--- src/rtl/cpu_pkg.sv ---
// Package for the instruction execution unit that feeds the LCD controller.
// Contents: opcode and FSM state enums, instruction field bit positions,
// saturation limit, and helpers for saturation and magnitude extraction.
package cpu_pkg;

  typedef enum logic [2:0] {
    OP_LOAD = 3'd0,
    OP_ADD  = 3'd1,
    OP_ADDI = 3'd2,
    OP_SUB  = 3'd3,
    OP_SUBI = 3'd4,
    OP_MUL  = 3'd5,
    OP_CLR  = 3'd6,
    OP_DPL  = 3'd7
  } op_e;

  typedef enum logic [2:0] {
    S_IDLE,
    S_LATCH,
    S_RD_A,
    S_RD_B,
    S_EXEC,
    S_CLR_LOOP,
    S_WB,
    S_NOTIFY
  } state_e;

  // Instruction field positions; the imm sign bit overlays rs2[3].
  localparam int unsigned OP_MSB   = 17;
  localparam int unsigned OP_LSB   = 15;
  localparam int unsigned RD_MSB   = 14;
  localparam int unsigned RD_LSB   = 11;
  localparam int unsigned RS1_MSB  = 10;
  localparam int unsigned RS1_LSB  = 7;
  localparam int unsigned RS2_MSB  = 6;
  localparam int unsigned RS2_LSB  = 3;
  localparam int unsigned IMM_SIGN = 6;
  localparam int unsigned IMM_MSB  = 5;

  localparam logic signed [15:0] SAT_MAX = 16'sd32767;

  // Clamp to the symmetric range so -32768 never reaches memory.
  function automatic logic signed [15:0] saturate(input logic signed [32:0] v);
    if (v > 33'sd32767)
      return SAT_MAX;
    else if (v < -33'sd32767)
      return -SAT_MAX;
    else
      return v[15:0];
  endfunction

  function automatic logic [14:0] magnitude(input logic signed [15:0] v);
    return 15'(v[15] ? -v : v);
  endfunction

endpackage

--- src/rtl/cpu_exec_unit_debouncer.sv ---
// button_debouncer: synchronises an asynchronous active-low key, accepts a new
// level only after it has been stable for DEBOUNCE_CYCLES cycles, and emits a
// one-cycle press strobe on each accepted falling edge.
// Ports: clk, rst (async, active-high), button_n (raw key),
//        level (debounced level, 1 = released), press (one-cycle strobe).
module button_debouncer #(
  parameter int unsigned DEBOUNCE_CYCLES = 1_000_000
) (
  input  logic clk,
  input  logic rst,
  input  logic button_n,
  output logic level,
  output logic press
);

  localparam int unsigned CW = $clog2(DEBOUNCE_CYCLES + 1);

  logic [1:0]    sync;
  logic [CW-1:0] cnt;

  always_ff @(posedge clk or posedge rst) begin
    if (rst) begin
      sync  <= '1;
      level <= 1'b1;
      cnt   <= '0;
      press <= 1'b0;
    end else begin
      sync  <= {sync[0], button_n};
      press <= 1'b0;
      if (sync[1] != level) begin
        if (cnt == CW'(DEBOUNCE_CYCLES - 1)) begin
          level <= sync[1];
          cnt   <= '0;
          press <= ~sync[1];
        end else begin
          cnt <= cnt + CW'(1);
        end
      end else begin
        cnt <= '0;
      end
    end
  end

endmodule

--- src/rtl/cpu_exec_unit.sv ---
// cpu_exec_unit: executes one 18-bit instruction per debounced key press on a
// 16x16 signed register memory and reports the result to the LCD controller.
// Ports: clk, rst (async, active-high), on_off (press enable), enviar_n (raw
//        key), instr (op/rd/rs1/rs2/imm); outputs last_oppcode_opperation,
//        addr, sig, number (sign-magnitude result), lcd_enviar (active-low
//        notify pulse), busy (FSM not idle).
module cpu_exec_unit
  import cpu_pkg::*;
#(
  parameter int unsigned DEBOUNCE_CYCLES = 1_000_000,
  parameter int unsigned PULSE_CYCLES    = 4
) (
  input  logic        clk,
  input  logic        rst,
  input  logic        on_off,
  input  logic        enviar_n,
  input  logic [17:0] instr,
  output logic [2:0]  last_oppcode_opperation,
  output logic [3:0]  addr,
  output logic        sig,
  output logic [14:0] number,
  output logic        lcd_enviar,
  output logic        busy
);

  localparam int unsigned PW = $clog2(PULSE_CYCLES + 1);

  logic                level;
  logic                press;
  state_e              state;
  logic [17:0]         ir;
  logic signed [15:0]  mem [16];
  logic signed [15:0]  a_q, b_q, result_q;
  logic [3:0]          clr_idx;
  logic [PW-1:0]       pcnt;

  op_e                 op;
  logic [3:0]          rd, rs1, rs2;
  logic signed [15:0]  imm;
  logic signed [32:0]  a_ext, b_ext, imm_ext, alu_wide;
  logic signed [31:0]  a32, b32, prod;
  logic signed [15:0]  wb_val;

  button_debouncer #(
    .DEBOUNCE_CYCLES(DEBOUNCE_CYCLES)
  ) u_debouncer (
    .clk      (clk),
    .rst      (rst),
    .button_n (enviar_n),
    .level    (level),
    .press    (press)
  );

  assign op      = op_e'(ir[OP_MSB:OP_LSB]);
  assign rd      = ir[RD_MSB:RD_LSB];
  assign rs1     = ir[RS1_MSB:RS1_LSB];
  assign rs2     = ir[RS2_MSB:RS2_LSB];
  assign imm     = ir[IMM_SIGN] ? -{10'b0, ir[IMM_MSB:0]} : {10'b0, ir[IMM_MSB:0]};
  assign a_ext   = {{17{a_q[15]}}, a_q};
  assign b_ext   = {{17{b_q[15]}}, b_q};
  assign imm_ext = {{17{imm[15]}}, imm};
  assign a32     = {{16{a_q[15]}}, a_q};
  assign b32     = {{16{b_q[15]}}, b_q};
  assign prod    = a32 * b32;
  // DPL shows the word fetched in RD_A; every other op shows the EXEC result.
  assign wb_val  = (op == OP_DPL) ? a_q : result_q;
  assign busy    = (state != S_IDLE);

  always_comb begin
    alu_wide = '0;
    unique case (op)
      OP_LOAD: alu_wide = imm_ext;
      OP_ADD:  alu_wide = a_ext + b_ext;
      OP_ADDI: alu_wide = a_ext + imm_ext;
      OP_SUB:  alu_wide = a_ext - b_ext;
      OP_SUBI: alu_wide = a_ext - imm_ext;
      OP_MUL:  alu_wide = {prod[31], prod};
      default: alu_wide = '0;
    endcase
  end

  always_ff @(posedge clk or posedge rst) begin
    if (rst) begin
      state                   <= S_IDLE;
      ir                      <= '0;
      a_q                     <= '0;
      b_q                     <= '0;
      result_q                <= '0;
      clr_idx                 <= '0;
      pcnt                    <= '0;
      last_oppcode_opperation <= '0;
      addr                    <= '0;
      sig                     <= 1'b0;
      number                  <= '0;
      lcd_enviar              <= 1'b1;
      for (int unsigned i = 0; i < 16; i++) mem[i] <= '0;
    end else begin
      unique case (state)
        S_IDLE: begin
          if (press && !level && on_off) state <= S_LATCH;
        end
        S_LATCH: begin
          ir      <= instr;
          clr_idx <= '0;
          unique case (op_e'(instr[OP_MSB:OP_LSB]))
            OP_LOAD: state <= S_EXEC;
            OP_CLR:  state <= S_CLR_LOOP;
            default: state <= S_RD_A;
          endcase
        end
        S_RD_A: begin
          if (op == OP_DPL) begin
            a_q   <= mem[rd];
            state <= S_WB;
          end else begin
            a_q   <= mem[rs1];
            state <= S_RD_B;
          end
        end
        S_RD_B: begin
          b_q   <= mem[rs2];
          state <= S_EXEC;
        end
        S_EXEC: begin
          result_q <= saturate(alu_wide);
          state    <= S_WB;
        end
        S_CLR_LOOP: begin
          mem[clr_idx] <= '0;
          clr_idx      <= clr_idx + 4'd1;
          if (clr_idx == 4'd15) begin
            result_q <= '0;
            state    <= S_WB;
          end
        end
        S_WB: begin
          if (op != OP_DPL && op != OP_CLR) mem[rd] <= result_q;
          last_oppcode_opperation <= ir[OP_MSB:OP_LSB];
          addr                    <= (op == OP_CLR) ? 4'd0 : rd;
          sig                     <= wb_val[15];
          number                  <= magnitude(wb_val);
          lcd_enviar              <= 1'b0;
          pcnt                    <= '0;
          state                   <= S_NOTIFY;
        end
        S_NOTIFY: begin
          if (pcnt == PW'(PULSE_CYCLES - 1)) begin
            lcd_enviar <= 1'b1;
            state      <= S_IDLE;
          end else begin
            pcnt <= pcnt + PW'(1);
          end
        end
        default: state <= S_IDLE;
      endcase
    end
  end

endmodule

--- config.mk ---
export PLATFORM = sky130hd
export DESIGN_NAME = cpu_exec_unit
export DESIGN_NICKNAME = d
export VERILOG_FILES = /design/src/rtl/cpu_pkg.sv /design/src/rtl/cpu_exec_unit_debouncer.sv /design/src/rtl/cpu_exec_unit.sv
export SDC_FILE = /design/constraint.sdc
export NUM_CORES = 2
export LEC_CHECK = 0
export ABC_AREA = 1
export BUFFER_PORTS_ARGS = -buffer_cell sky130_fd_sc_hd__buf_2
export CAP_MARGIN = 20
export CORE_AREA = 2 2 290 292
export CTS_CLUSTER_SIZE = 25
export DETAILED_ROUTE_END_ITERATION = 8
export DIE_AREA = 0 0 292 294
export GPL_TIMING_DRIVEN = 0
export PLACE_DENSITY_LB_ADDON = 0.12
export SLEW_MARGIN = 20
export SYNTH_ARGS = -nofsm -noshare
export SYNTH_HDL_FRONTEND = slang
export SYNTH_SLANG_ARGS = --single-unit
--- constraint.sdc ---
create_clock -name clk -period 11.6 [get_ports clk]
set_clock_uncertainty 0.05 [all_clocks]
set_input_delay 1.16 -clock clk [delete_from_list [all_inputs] [get_ports clk]]
set_output_delay 1.16 -clock clk [all_outputs]
set_load 0.05 [all_outputs]
-- Word-level counts from Yosys, hierarchy flattened
Index checks and enable logic that the tools add are counted.
W data, S select, Z words.
- flip-flop bits (word level): 380
- bits in latches: 0
- RAM bits: 0
- bits in read-only memories: 0
- input bits: 22
- output and inout port bits: 25
- logic and storage cells: 144
- memories: 0
- add/subtract/negate cells: 9
- multipliers: 1
- divide/modulo/power cells: 0
- magnitude comparators: 8
- eq/ne operators: 26
- shift-type cells: 0
- mux-type cells: 41
- bitwise gates (word level): 7
- reductions and logical operators: 20
- operator list (kind ; number):
    $pmux W256 S2 ; 1
    $and A256 B256 Y256 ; 1
    $bwmux W256 ; 1
    $mux W256 ; 1
    $not A256 Y256 ; 1
    $mux W16 ; 14
    $pmux W33 S6 ; 1
    $bmux W16 S4 ; 3
    $demux W16 S4 ; 2
    $mux W20 ; 2
    $add A16 B16 Y17 ; 2
    $sub A16 B16 Y17 ; 2
    $gt A33 B16 Y1 const B ; 1
    $lt A33 B16 Y1 const B ; 1
    $mul A16 B16 Y32 ; 1
    $pmux W16 S2 ; 1
    $eq A3 B3 Y1 const B ; 9
    $pmux W3 S8 ; 1
    $add A20 B1 Y20 const B ; 1
    $eq A20 B20 Y1 const B ; 1
    $ge A5 B5 Y1 const B ; 4
    $not A4 Y5 ; 4
    $neg A6 Y16 ; 1
    $eq A3 B2 Y1 const B ; 5
    24 further kinds ; 51

-- Depth between registers and ports, before layout
- word-level depth: 8
- mapped depth: 40
- depth with buffers taken out: 37

-- Hierarchy
From an unflattened synthesis, not the netlist that was laid out.
- cells, all modules: 5324
- area total of the unflattened synthesis: 37337.1 sq um
- by module, submodules not included (module ; instances ; cells each ; area each (sq um) ; sequential area each (sq um)):
    cpu_exec_unit ; 1 ; 5159 ; 35979.5 ; 8909.8
    button_debouncer ; 1 ; 165 ; 1357.6 ; 604.3

-- Least setup slack after synthesis
OpenSTA, ideal clock, no wires.
- path type: reg2reg
- from: reg a_q[15]
- to: reg result_q[10]
- library setup time: 0.117 ns
- data arrival time: 6.235 ns
- data required time: 11.433 ns
- path slack: 5.198 ns
- stages on the path, launching flop included: 37
- buffers on the path: 3
- clock period less this slack: 6.402 ns
- cell sequence: dfrtp_1 > buf_2 > buf_1 > nand2_1 > inv_1 > fa_1 > inv_1 > fa_1 > inv_1 > fa_1 > fa_1 > fa_1 > inv_1 > fa_1 > inv_1 > ha_1 > nand2_1 > nor2_1 > nor2_1 > nand2_1 > nand3_1 > nand2_1 > nor2_1 > nand2_1 > nand2_1 > nor2_1 > nor2_2 > nor2_1 > nand2_1 > nor2_1 > nand2_1 > nand3_2 > buf_6 > nand2_1 > nand2_1 > nand2_1 > nand2_1
- word-level cells in the longest chain between the ends: 6
- elaborated cells between the ends (all ways): 11
- those cells by class: add/sub: 4; mul: 1; order compare: 2; mux: 4
- RTL lines (what ; RTL line ; RTL):
    from (decl) ; cpu_exec_unit.sv:33 ; logic signed [15:0] a_q, b_q, result_q;
    from (signal assigned) ; cpu_exec_unit.sv:113 ; a_q <= mem[rd];
    from (signal assigned) ; cpu_exec_unit.sv:116 ; a_q <= mem[rs1];
    $mul A16 B16 Y32, or another cell as far along ; cpu_exec_unit.sv:64 ; assign prod = a32 * b32;
    $pmux W33 S6 * ; cpu_exec_unit.sv:71 ; unique case (op)
    $lt A33 B16 Y1 ; cpu_pkg.sv:46 ; else if (v < -33'sd32767)
    $mux W16 ; cpu_pkg.sv:46 ;
    $mux W16 * ; cpu_pkg.sv:44 ; if (v > 33'sd32767)
    $pmux W16 S2 * ; cpu_exec_unit.sv:98 ; unique case (state)
    to (signal assigned) ; cpu_exec_unit.sv:125 ; result_q <= saturate(alu_wide);
    to (decl) ; cpu_exec_unit.sv:33 ;
Mark *: on every way between the ends. The rest lies on a longest branch, timed or not.
A chain may end at the register's enable or synchronous reset.

-- Worst setup path in the final report
- from: reg a_q[11]
- to: reg result_q[12]
The elaborated chain is that of the path after synthesis.

==> impl_metrics.toml <==
[sta]
setup-tns-final_ps = 0
finalWorstSetupSlack_ps = 2850
drv_slew = 0
max-slew-margin-rel_pct = 12.5
hold_viol = 0
fmax_mhz = 114
rsz0062_at_grt = "false"
fin_crit_sh_pct = 75.4
worstMarginPinSlew_ps = 1310
finalCriticalPeriod_ps = 8750
finalSetupViolCount = 0

[die]
die_h_um = 294
start_util_pct = 44.6
core_area_mm2 = 0.0829
dieArea_mm2 = 0.0858
pin_count = 47
die_w_um = 292
num_rows = 106

[synth]
syn_avg_cell_area_um2 = 7.10
yosysSeqAreaShare_pct = 25.7
netlist_area_mm2 = 0.0370
postSynthNetCount = 5654
async_reset_ff_share_pct = 100
yosysTopAreaCell = "dfrtp_1"
synth_edf_count = 0
synth_warnings = 0
ys.flop_type = "dfrtp_1"
synthTopCellsByArea = "dfrtp_1 (25%), fa_1 (14%), nand2_1 (11%), inv_1 (10%), o22ai_1 (6.3%)"
synth_cells = 5209
ys_types = 61
synth_seq_cells = 380
yosysTopAreaCellShare_pct = 25.4

[critical_path]
critical_path.max_stage_delay_ps = 700
endpoint = "result_q[12]"
cp_common_cell = "nand2_1"
worstSetupStartpointType = "flip-flop"
worstPathMaxFanout = 10
required_ps = 11980
r2r-start = "a_q[11]"
crit_type = "flip-flop to flip-flop"
worst-path-buf-inv = 6
rrSetupSlack_ps = 2850
crit_family = "adder cells"
arrival_ps = 9130
worstSetupPathDepth = 35
cp_slowest_cell = "dfrtp_1"
worstSetupStartpoint = "a_q[11]"
timing.rr.end = "result_q[12]"
rr_worst_depth = 35
cp-end-kind = "flip-flop"

[clock_network]
clkTransAtPathRegs_ps = 60
cts_max_path_buffers = 3
clock-sinks = 380
cts_root_buf = "clkbuf_16"
cts_tree = "yes"
cts_hold_buf = 0
insertion_delay_ps = 580
cts_htree_levels = 2
cts_buffers = 41
cts_setup_buffers = 0
post_cts_resize_count = 0

[detailed_routing]
vias_per_cell = 5.97
ant_nets = 0
wl_mm = 174
num_vias = 38341
wl_per_cell_um = 27.0
drc_errors = 0
dr.first_iter.drc_count = 4675
first_pass_iters = 7

[finish]
regArea_mm2 = 0.00951
fin_nets = 5757
layout_commonest_cell = "nand2_1"
layout.cells.non_filler = 6420
area_growth_pct = 8.78
post-route-util_pct = 48.5
drive_gt1_share_pct = 4.89
fillers = 8471
most-common-layout-cells = "nand2_1 (1065), inv_1 (981), o21ai_0 (416)"
multiInputGateArea_mm2 = 0.0224

[global_routing]
grt_max_degree = 34
grt_pass1_vias = 36642
antenna_found_initial = 7
grt_pass1_wl_mm = 250
grt_use_total_pct = 39.9
grt-ovfl-total = 0

[power]
seq_power_share_pct = 48.0
power.internal_mw = 2.13
power.share.clock_pct = 50.3
total_power_mw = 2.77
leakagePower_nw = 20.2
p_comb_share_pct = 1.7
switching_share_pct = 22.9
peakVddDrop_mv = 0.115
p_switching_mw = 0.634
powerDensity_mw_per_mm2 = 68.8

[placement]
dp_hpwl_mm = 137
gp_congestion = 1.06
pre_cts_ws_ps = 3040
place_inst = 6349
port_buffers = 46

[min_path]
min_path_type = "flip-flop to flip-flop"

[flow_run]
max_cap_violations = 0

[outcome]
outcome = "finished clean"
==> through the flow <==
stage	instance area, um2	hold slack, ps
final	40200	316
after global routing	40200	313
after CTS	40200	321
after detailed placement	38900	309
after global placement	38600	297
after floorplan	37000	295
==> state kept, by name, indices dropped and copies added (netlist names) <==
signal                   cells
pcnt                         3
u_debouncer.cnt             20
u_debouncer.sync             2
u_debouncer.level            1
u_debouncer.press            1
lcd_enviar                   1
mem                        256
ir                          18
state                        3
result_q                    16
a_q                         16
last_oppcode_opperation      3
sig                          1
number                      15
addr                         4
clr_idx                      4
b_q                         16
==> Yosys cell counts (15+ instances only) <==
cell	count
xor2_1	17
o211ai_1	15
dfrtp_1	376
buf_1	28
nand3_1	268
nor3_1	36
a21oi_1	373
inv_2	33
o21ai_0	416
nand2_1	1065
nand4_1	52
o221ai_1	39
o22ai_1	372
clkbuf_1	218
a22oi_1	24
ha_1	157
fa_1	266
inv_1	982
buf_2	34
nand3b_1	15
nor2_1	234
buf_4	15
==> area by class of cell <==
| class | count | area share, % |
|---|---|---|
| timing repair buffer | 60 | 1.32 |
| multi-input combinational | 3500 | 55.6 |
| clock buffer | 57 | 2.92 |
| clock inverter | 11 | 0.392 |
| tap | 1080 | 3.36 |
| sequential | 380 | 23.6 |
| buffer | 300 | 3.13 |
| inverter | 1029 | 9.62 |
| antenna | 3 | 0.0187 |
==> how the worst min path moves through the flow <==
stage	from	end	slack [ps]	cells after the start
after floorplan	u_debouncer.sync[0]	u_debouncer.sync[1]	300	0
after global placement	u_debouncer.sync[0]	u_debouncer.sync[1]	300	0
after detailed placement	u_debouncer.sync[0]	u_debouncer.sync[1]	310	0
after CTS	u_debouncer.sync[0]	u_debouncer.sync[1]	320	0
after global routing	u_debouncer.sync[0]	u_debouncer.sync[1]	310	0
final	u_debouncer.sync[0]	u_debouncer.sync[1]	320	0
==> layer usage <==
layer,vias to the layer above,track usage [%],share of wire (%)
li1,17120,-,-
met1,18325,51.5,40
met2,2279,61.0,43
met3,611,9.40,10
met4,6,24.2,7.3
met5,-,0,0.047
==> power by group through the flow <==
stage | Clock [mW] | Sequential (mW) | Combinational, mW
after floorplan | 0 | 1.35 | 0.0221
after global placement | 0 | 1.35 | 0.0356
after detailed placement | 0 | 1.35 | 0.0489
after CTS | 1.39 | 1.33 | 0.0488
after global routing | 1.43 | 1.33 | 0.0539
final | 1.39 | 1.33 | 0.0473
==> kinds of logic after synthesis <==
logic type               after synthesis  synth area share, %
flip-flops                           380                 25.7
buffers and inverters               1329                 13.8
XOR/XNOR                              30                0.710
AND/OR/NAND/NOR                     1729                 19.7
multiplexers                           1               0.0271
AO/OA/AOI/OAI                       1317                 20.3
adder cells (fa/ha/maj)              423                 19.7
No activity file was read; power rests on OpenSTA's default activity.
